`src/rtl/mem_port_arbiter.sv`:
```
// mem_port_arbiter: shares one single-ported memory between the instruction
// fetch port (IF) and the load/store data port (D). Accesses are serialised,
// and when both ports ask at once they take turns.
//
// Handshake: a requester raises req and holds it, with its address, write
// enable and write data stable, until it sees a one-cycle ack. Read data is
// valid in the ack cycle and is held until that port's next read completes.
// The arbiter samples requests only in IDLE, so a request that rises while a
// transaction is in flight waits its turn. If a request drops early, the
// latched transaction still completes and still produces an ack.
//
// Timing (cycle 0 = request sampled in IDLE):
//   1           ISSUE  mem_en pulse
//   2..1+LAT    WAIT   mem_rdata captured on the edge ending cycle 1+LAT
//   2+LAT       RESP   ack pulse
// All outputs are registered. They are computed from the next state, so each
// output lines up with the state named above.
module mem_port_arbiter #(
  parameter int ADDR_W  = 6,
  parameter int DATA_W  = 32,
  parameter int MEM_LAT = 1
) (
  input  logic              clk,
  input  logic              rst,
  input  logic              if_req,
  input  logic [ADDR_W-1:0] if_addr,
  output logic              if_ack,
  output logic [DATA_W-1:0] if_rdata,
  input  logic              d_req,
  input  logic              d_we,
  input  logic [ADDR_W-1:0] d_addr,
  input  logic [DATA_W-1:0] d_wdata,
  output logic              d_ack,
  output logic [DATA_W-1:0] d_rdata,
  output logic              mem_en,
  output logic              mem_we,
  output logic [ADDR_W-1:0] mem_addr,
  output logic [DATA_W-1:0] mem_wdata,
  input  logic [DATA_W-1:0] mem_rdata,
  output logic              busy,
  output logic              owner_d
);

  typedef enum logic [1:0] {
    IDLE  = 2'd0,
    ISSUE = 2'd1,
    WAIT  = 2'd2,
    RESP  = 2'd3
  } state_t;

  // The wait counter starts at LAT-1, so WAIT always lasts LAT cycles.
  localparam logic [1:0] LAT_INIT = 2'(MEM_LAT - 1);

  state_t      state;
  state_t      next_state;
  logic [1:0]  wait_cnt;
  logic        lat_we;
  logic        any_req;
  logic        grant_d;
  logic        capture;
  logic        mem_en_n;
  logic        mem_we_n;
  logic        if_ack_n;
  logic        d_ack_n;
  logic        busy_n;

  // On a tie, grant the port that did not own the previous grant.
  assign any_req = if_req | d_req;
  assign grant_d = d_req & (~if_req | ~owner_d);

  // State register
  always_ff @(posedge clk) begin
    if (rst) state <= IDLE;
    else     state <= next_state;
  end

  // Next-state logic: IDLE -> ISSUE -> WAIT (LAT cycles) -> RESP -> IDLE
  always_comb begin
    next_state = state;
    case (state)
      IDLE:    if (any_req) next_state = ISSUE;
      ISSUE:   next_state = WAIT;
      WAIT:    if (wait_cnt == 2'd0) next_state = RESP;
      RESP:    next_state = IDLE;
      default: next_state = IDLE;
    endcase
  end

  // Output decode: values that the output registers load at the next edge
  always_comb begin
    mem_en_n = (state == IDLE) && any_req;
    mem_we_n = mem_en_n & grant_d & d_we;
    capture  = (state == WAIT) && (wait_cnt == 2'd0);
    if_ack_n = capture & ~owner_d;
    d_ack_n  = capture & owner_d;
    busy_n   = (next_state != IDLE);
  end

  // Output registers, latched transaction fields, wait counter and read capture
  always_ff @(posedge clk) begin
    if (rst) begin
      owner_d   <= 1'b1;
      lat_we    <= 1'b0;
      wait_cnt  <= 2'd0;
      mem_addr  <= '0;
      mem_wdata <= '0;
      if_rdata  <= '0;
      d_rdata   <= '0;
      mem_en    <= 1'b0;
      mem_we    <= 1'b0;
      if_ack    <= 1'b0;
      d_ack     <= 1'b0;
      busy      <= 1'b0;
    end else begin
      mem_en <= mem_en_n;
      mem_we <= mem_we_n;
      if_ack <= if_ack_n;
      d_ack  <= d_ack_n;
      busy   <= busy_n;
      if (mem_en_n) begin
        owner_d  <= grant_d;
        lat_we   <= grant_d & d_we;
        mem_addr <= grant_d ? d_addr : if_addr;
        if (grant_d) mem_wdata <= d_wdata;
      end
      if (state == ISSUE) begin
        wait_cnt <= LAT_INIT;
      end else if ((state == WAIT) && (wait_cnt != 2'd0)) begin
        wait_cnt <= wait_cnt - 2'd1;
      end
      // A write leaves d_rdata untouched.
      if (capture) begin
        if (!owner_d)     if_rdata <= mem_rdata;
        else if (!lat_we) d_rdata  <= mem_rdata;
      end
    end
  end

endmodule

```
`config.mk`:
```
export PLATFORM = sky130hd
export DESIGN_NAME = mem_port_arbiter
export DESIGN_NICKNAME = d
export VERILOG_FILES = /design/src/rtl/mem_port_arbiter.sv
export SDC_FILE = /design/constraint.sdc
export NUM_CORES = 1
export LEC_CHECK = 0
export BUFFER_PORTS_ARGS = -buffer_cell sky130_fd_sc_hd__buf_4
export CAP_MARGIN = 25
export CORE_ASPECT_RATIO = 0.8
export CORE_MARGIN = 2
export CORE_UTILIZATION = 30
export CTS_CLUSTER_SIZE = 20
export DETAILED_ROUTE_END_ITERATION = 10
export PLACE_DENSITY_LB_ADDON = 0.1
export SLEW_MARGIN = 20
export SYNTH_ARGS = -nofsm -noshare
export SYNTH_HDL_FRONTEND = slang
export SYNTH_SLANG_ARGS = --single-unit
export TNS_END_PERCENT = 1
```
`constraint.sdc`:
```
create_clock -name clk -period 4.21 [get_ports clk]
set_input_delay 1.0525 -clock clk [delete_from_list [all_inputs] [get_ports clk]]
set_output_delay 1.0525 -clock clk [all_outputs]
set_load 0.05 [all_outputs]
```
Yosys cells after proc, flatten, opt, wreduce, memory -nomap -nowiden
Cells that the tools add are included.
Widths: inputs -> output; s select.
- add/sub/neg operators: 1
- equality and inequality tests: 3
- mux-type cells: 4
- bitwise logic cells: 11
- reduce and logical (&&, ||, !) cells: 11
- operators by type and width (cell ; count):
    $pmux 2 s4 ; 1
    $and 1x1->1 ; 6
    $mux 6 ; 1
    $eq 2x2->1 const B ; 2
    $logic_not 2->1 ; 2
    $mux 2 ; 2
    $reduce_and 2->1 ; 2
    $reduce_bool 2->1 ; 2
    $logic_and 1x1->1 ; 3
    $not 1->1 ; 3
    $reduce_and 3->1 ; 1
    $eq 2x1->1 const B ; 1
    $or 1x1->1 ; 2
    $reduce_or 2->1 ; 1
    $sub 2x1->2 const B ; 1
- bits in registers: 113
- input bits: 81
- logic and storage cells: 43

Longest topological paths before layout
- word-level depth: 5
- gate-level depth with buffers: 7
- depth with buffers taken out: 5

Worst setup path before layout
No wires, ideal clock.
- path kind: input to register
- from: in rst
- to: reg d_ack
- data arrival time: 1.709 ns
- path slack: 2.373 ns
- cell stages on the path: 4
- cell sequence: buf_2 > buf_2 > clkbuf_1 > nor2_1
- RTL lines (what ; RTL line ; source):
    start: declaration ; 24 ; input logic rst,
    end signal: assignment ; 118 ; d_ack <= d_ack_n;
    end: declaration ; 33 ; output logic d_ack,
No word-level cell between the ends.

Worst setup path after layout
- from: reg state[0]
- to: reg mem_addr[5]
- cells in the longest elaborated chain, start to end: 2
- RTL lines (what ; RTL line ; source):
    start: declaration ; 54 ; state_t state;
    start signal: assignment ; 74 ; else state <= next_state;
    $logic_not 2->1 ; 91 ; mem_en_n = (state == IDLE) && any_req;
    $logic_and 1x1->1 ; 91 ;
    end signal: assignment ; 123 ; mem_addr <= grant_d ? d_addr : if_addr;
    end: declaration ; 37 ; output logic [ADDR_W-1:0] mem_addr,
No other way between the ends.
A chain may end at the register's enable or synchronous reset.

==> flow_metrics.env <==
export IMPL_hold_path_depth=2
export IMPL_antenna_found_initial=0
export IMPL_synth_edff_count=0
export IMPL_cp_start_kind="register"
export IMPL_cp_end_kind="register"
export IMPL_setup_tns_final_ps=0
export IMPL_crit_start="state[0]$_SDFF_PP0_"
export IMPL_synthMuxAreaShare_pct=1.40
export IMPL_synth_xor_area_share_pct=0.203
export IMPL_fin_util_pct=45.1
export IMPL_min_period_over_period_pct=55.9
export IMPL_rr_worst_depth=6
export IMPL_hold_path_class="register to register"
export IMPL_postPlaceCellArea_um2=5780
export IMPL_relSlewSlack_pct=39.4
export IMPL_ir_drop_mv=0.292
export IMPL_grt_overflow_total=0
export IMPL_cts_hold_repair_buffers=0
export IMPL_cp_max_fo=24
export IMPL_drive_above_1_share_pct=33.3
export IMPL_reg2reg_to="mem_addr[5]$_SDFFE_PP0N_"
export IMPL_r2r_start="state[0]$_SDFF_PP0_"
export IMPL_start_util_pct=30.4
export IMPL_finalSetupViolCount=0
export IMPL_core_area_um2=14200
export IMPL_vias=4017
export IMPL_rsz0062_at_grt="false"
export IMPL_syn_to_final_growth_pct=48.3
export IMPL_viasPerCell=4.62
export IMPL_nNetsFinal=757
export IMPL_layout_min_cycle_time_ps=2360
export IMPL_slowest_stage="ha_1"
export IMPL_maxCapViolCount=0
export IMPL_yosysWarnings=0
export IMPL_place_gp_congestion=0.768
export IMPL_synth_async_reset_ratio_pct=0
export IMPL_worstPathRequired_ps=4520
export IMPL_critPathKind="register to register"
export IMPL_skew_ps=5.94
export IMPL_yosys_area_top_type="dfxtp_1"
export IMPL_synth_compound_area_share_pct=13.8
export IMPL_syn_inst=499
export IMPL_ant_nets=0
export IMPL_drt_initial_drc_count=212
export IMPL_yosysUniqueCellTypes=30
export IMPL_worst_path_buf_inv=2
export IMPL_drc=0
export IMPL_arrival_ps=2670
export IMPL_hold_violations=0
export IMPL_finalWirelength_um=12400
export IMPL_worstPathCellList="inv_1 -> ha_1 -> buf_4 -> o21a_1 -> nor2_1 -> a211oi_1"
export IMPL_ys_top_cells_by_area="dfxtp_1, nand2_1, a21oi_1, nand4b_1, nand2b_1"
export IMPL_rows=39
export IMPL_synth_most_common_cell="nand2_1"
export IMPL_final_area_um2=6380
export IMPL_yosysSeqAreaShare_pct=52.6
export IMPL_numCtsBuffers=17
export IMPL_clk_path_buf_depth=2
export IMPL_leakage_nw=2.64
export IMPL_clk_insertion_delay_late_ps=410
export IMPL_clk_pin_slew_ps=50
export IMPL_cts_sinks=113
export IMPL_cts_htree_levels=4
export IMPL_min_from="if_rdata[15]$_SDFFE_PP0P_"
export IMPL_max_freq_ghz=0.425
export IMPL_synth_ff_type="dfxtp_1"
export IMPL_tightest_slew_ps=909
export IMPL_min_to="if_rdata[15]$_SDFFE_PP0P_"
export IMPL_firstDrtPassIters=5
export IMPL_synth_avg_cell_area_um2=8.63
export IMPL_routedWlPerCell_um=14.3
export IMPL_grt_pass1_vias=3972
export IMPL_dieWidth_um=138
export IMPL_cpLargestDelayFamily="adder cells"
export IMPL_dp_final_hpwl_um=8290
export IMPL_grt_start_max_net_pins=127
export IMPL_gr_usage_all_layers_pct=16.4
export IMPL_synth_fa_ha_area_share_pct=1.16
export IMPL_cts_setup_buffers=0
export IMPL_status="completed"
export IMPL_synth_seq_cells=113
export IMPL_yosys_area_share_simple_pct=25.4
export IMPL_cts_tree="yes"
export IMPL_diodes=0
export IMPL_syn_area_um2=4300
export IMPL_grt_pass1_wl_um=19500
export IMPL_synth_commonest_cells="nand2_1, dfxtp_1, a21oi_1, nand4b_1, nand2b_1"
export IMPL_port_buffers=188
export IMPL_synth_top_family_by_area="simple AND/OR/NAND/NOR gates"
export IMPL_slowest_delay_ps=760
export IMPL_pin_count=189
export IMPL_slew_violations=0
export IMPL_die_h_um=111
export IMPL_die_area_um2=15300
export IMPL_rrSetupSlack_ps=1850
export IMPL_synth_top_area_share_pct=52.6
export IMPL_cts_resized=0
export IMPL_power_density_nw_per_um2=652
export IMPL_syn_nets=584
export IMPL_clock_root_buffer="clkbuf_16"
## power by group
group	total [mW]	leakage, nW	switching, mW	internal (mW)
logic	1.43	1.44	1.01	0.416
clock network	1.40	0.286	0.486	0.912
registers	1.33	0.919	0.0933	1.24
## per-layer routing
| layer | share of wire [%] | track usage [%] | vias up | routed length (µm) |
|---|---|---|---|---|
| met2 | 48 | 26.6 | 104 | 5930 |
| li1 | - | - | 2023 | - |
| met1 | 44 | 19.9 | 1874 | 5460 |
| met4 | 1.5 | 5.92 | 0 | 190 |
| met5 | 0 | 0 | - | 0 |
| met3 | 6.5 | 5.94 | 16 | 810 |
## registers in the layout (all words and copies together), names as in the netlist
| signal | count |
|---|---|
| busy | 1 |
| d_ack | 1 |
| d_rdata | 32 |
| if_ack | 1 |
| if_rdata | 32 |
| lat_we | 1 |
| mem_addr | 6 |
| mem_en | 1 |
| mem_wdata | 32 |
| mem_we | 1 |
| owner_d | 1 |
| state | 2 |
| wait_cnt | 2 |
## cells by family after synthesis
logic type               count (synthesis)
AO/OA/AOI/OAI                          110
XOR/XNOR                                 1
adder cells (fa/ha/maj)                  4
buffers and inverters                   47
flip-flops                             113
multiplexers                             6
AND/OR/NAND/NOR                        218
## placed cells by master (no fill, tap or decap), drive strengths merged
cell type  synthesis  routed
ha                 4       4
a311o              1       1
clkinvlp           0       2
buf               19     196
nand3              2       2
clkbuf            23      22
bufinv             0       2
clkinv             0       6
xnor2              1       1
a2111oi            1       1
inv                5       5
and3b              1       1
nor3               2       2
nand2            129     129
a211o              1       1
nand3b             1       1
a21boi             1       1
and4b              1       1
and2b              1       1
mux2i              6       6
a21oi             66      66
and2               1       1
dfxtp            113     113
o21a               1       1
nand4b            33      33
o21ai             33      33
nand2b            32      32
nor2              15      15
a211oi             6       6
## worst reg2reg max path, stage by stage (launching register included)
cell and delay, ps:
dfxtp_1 320, inv_1 100, ha_1 760, buf_4 360, o21a_1 400, nor2_1 90, a211oi_1 230
## through the flow
stage	total power, mW	cells	hold WS [ps]	worst slack, ps
after floorplan	2.36	499	440	2370
after global placement	2.78	836	443	1680
after detailed placement	2.80	836	448	1620
after CTS	4.21	868	456	1820
after global routing	4.37	869	468	1620
final	4.16	869	455	1850
## worst max-delay path by stage
stage | end | cells past startpoint | slack, ps
2_1_floorplan | d_ack$_SDFF_PP0_ | 4 | 2370
3_3_place_gp | mem_wdata[13]$_SDFFE_PP0P_ | 5 | 1680
3_5_place_dp | mem_wdata[13]$_SDFFE_PP0P_ | 5 | 1620
4_1_cts | mem_addr[5]$_SDFFE_PP0N_ | 6 | 1820
5_1_grt | mem_addr[5]$_SDFFE_PP0N_ | 6 | 1620
6_report | mem_addr[5]$_SDFFE_PP0N_ | 6 | 1850
## layout make-up
type | instances | area (µm²)
clock buffers | 22 | 474
fillers | 1424 | 7770
clock inverters | 10 | 109
inverters | 5 | 18.8
repair buffers | 196 | 1480
multi-input cells | 339 | 1810
well taps | 184 | 230
flip-flops and latches | 113 | 2260
Note: power is estimated with default switching activity, not from simulation.
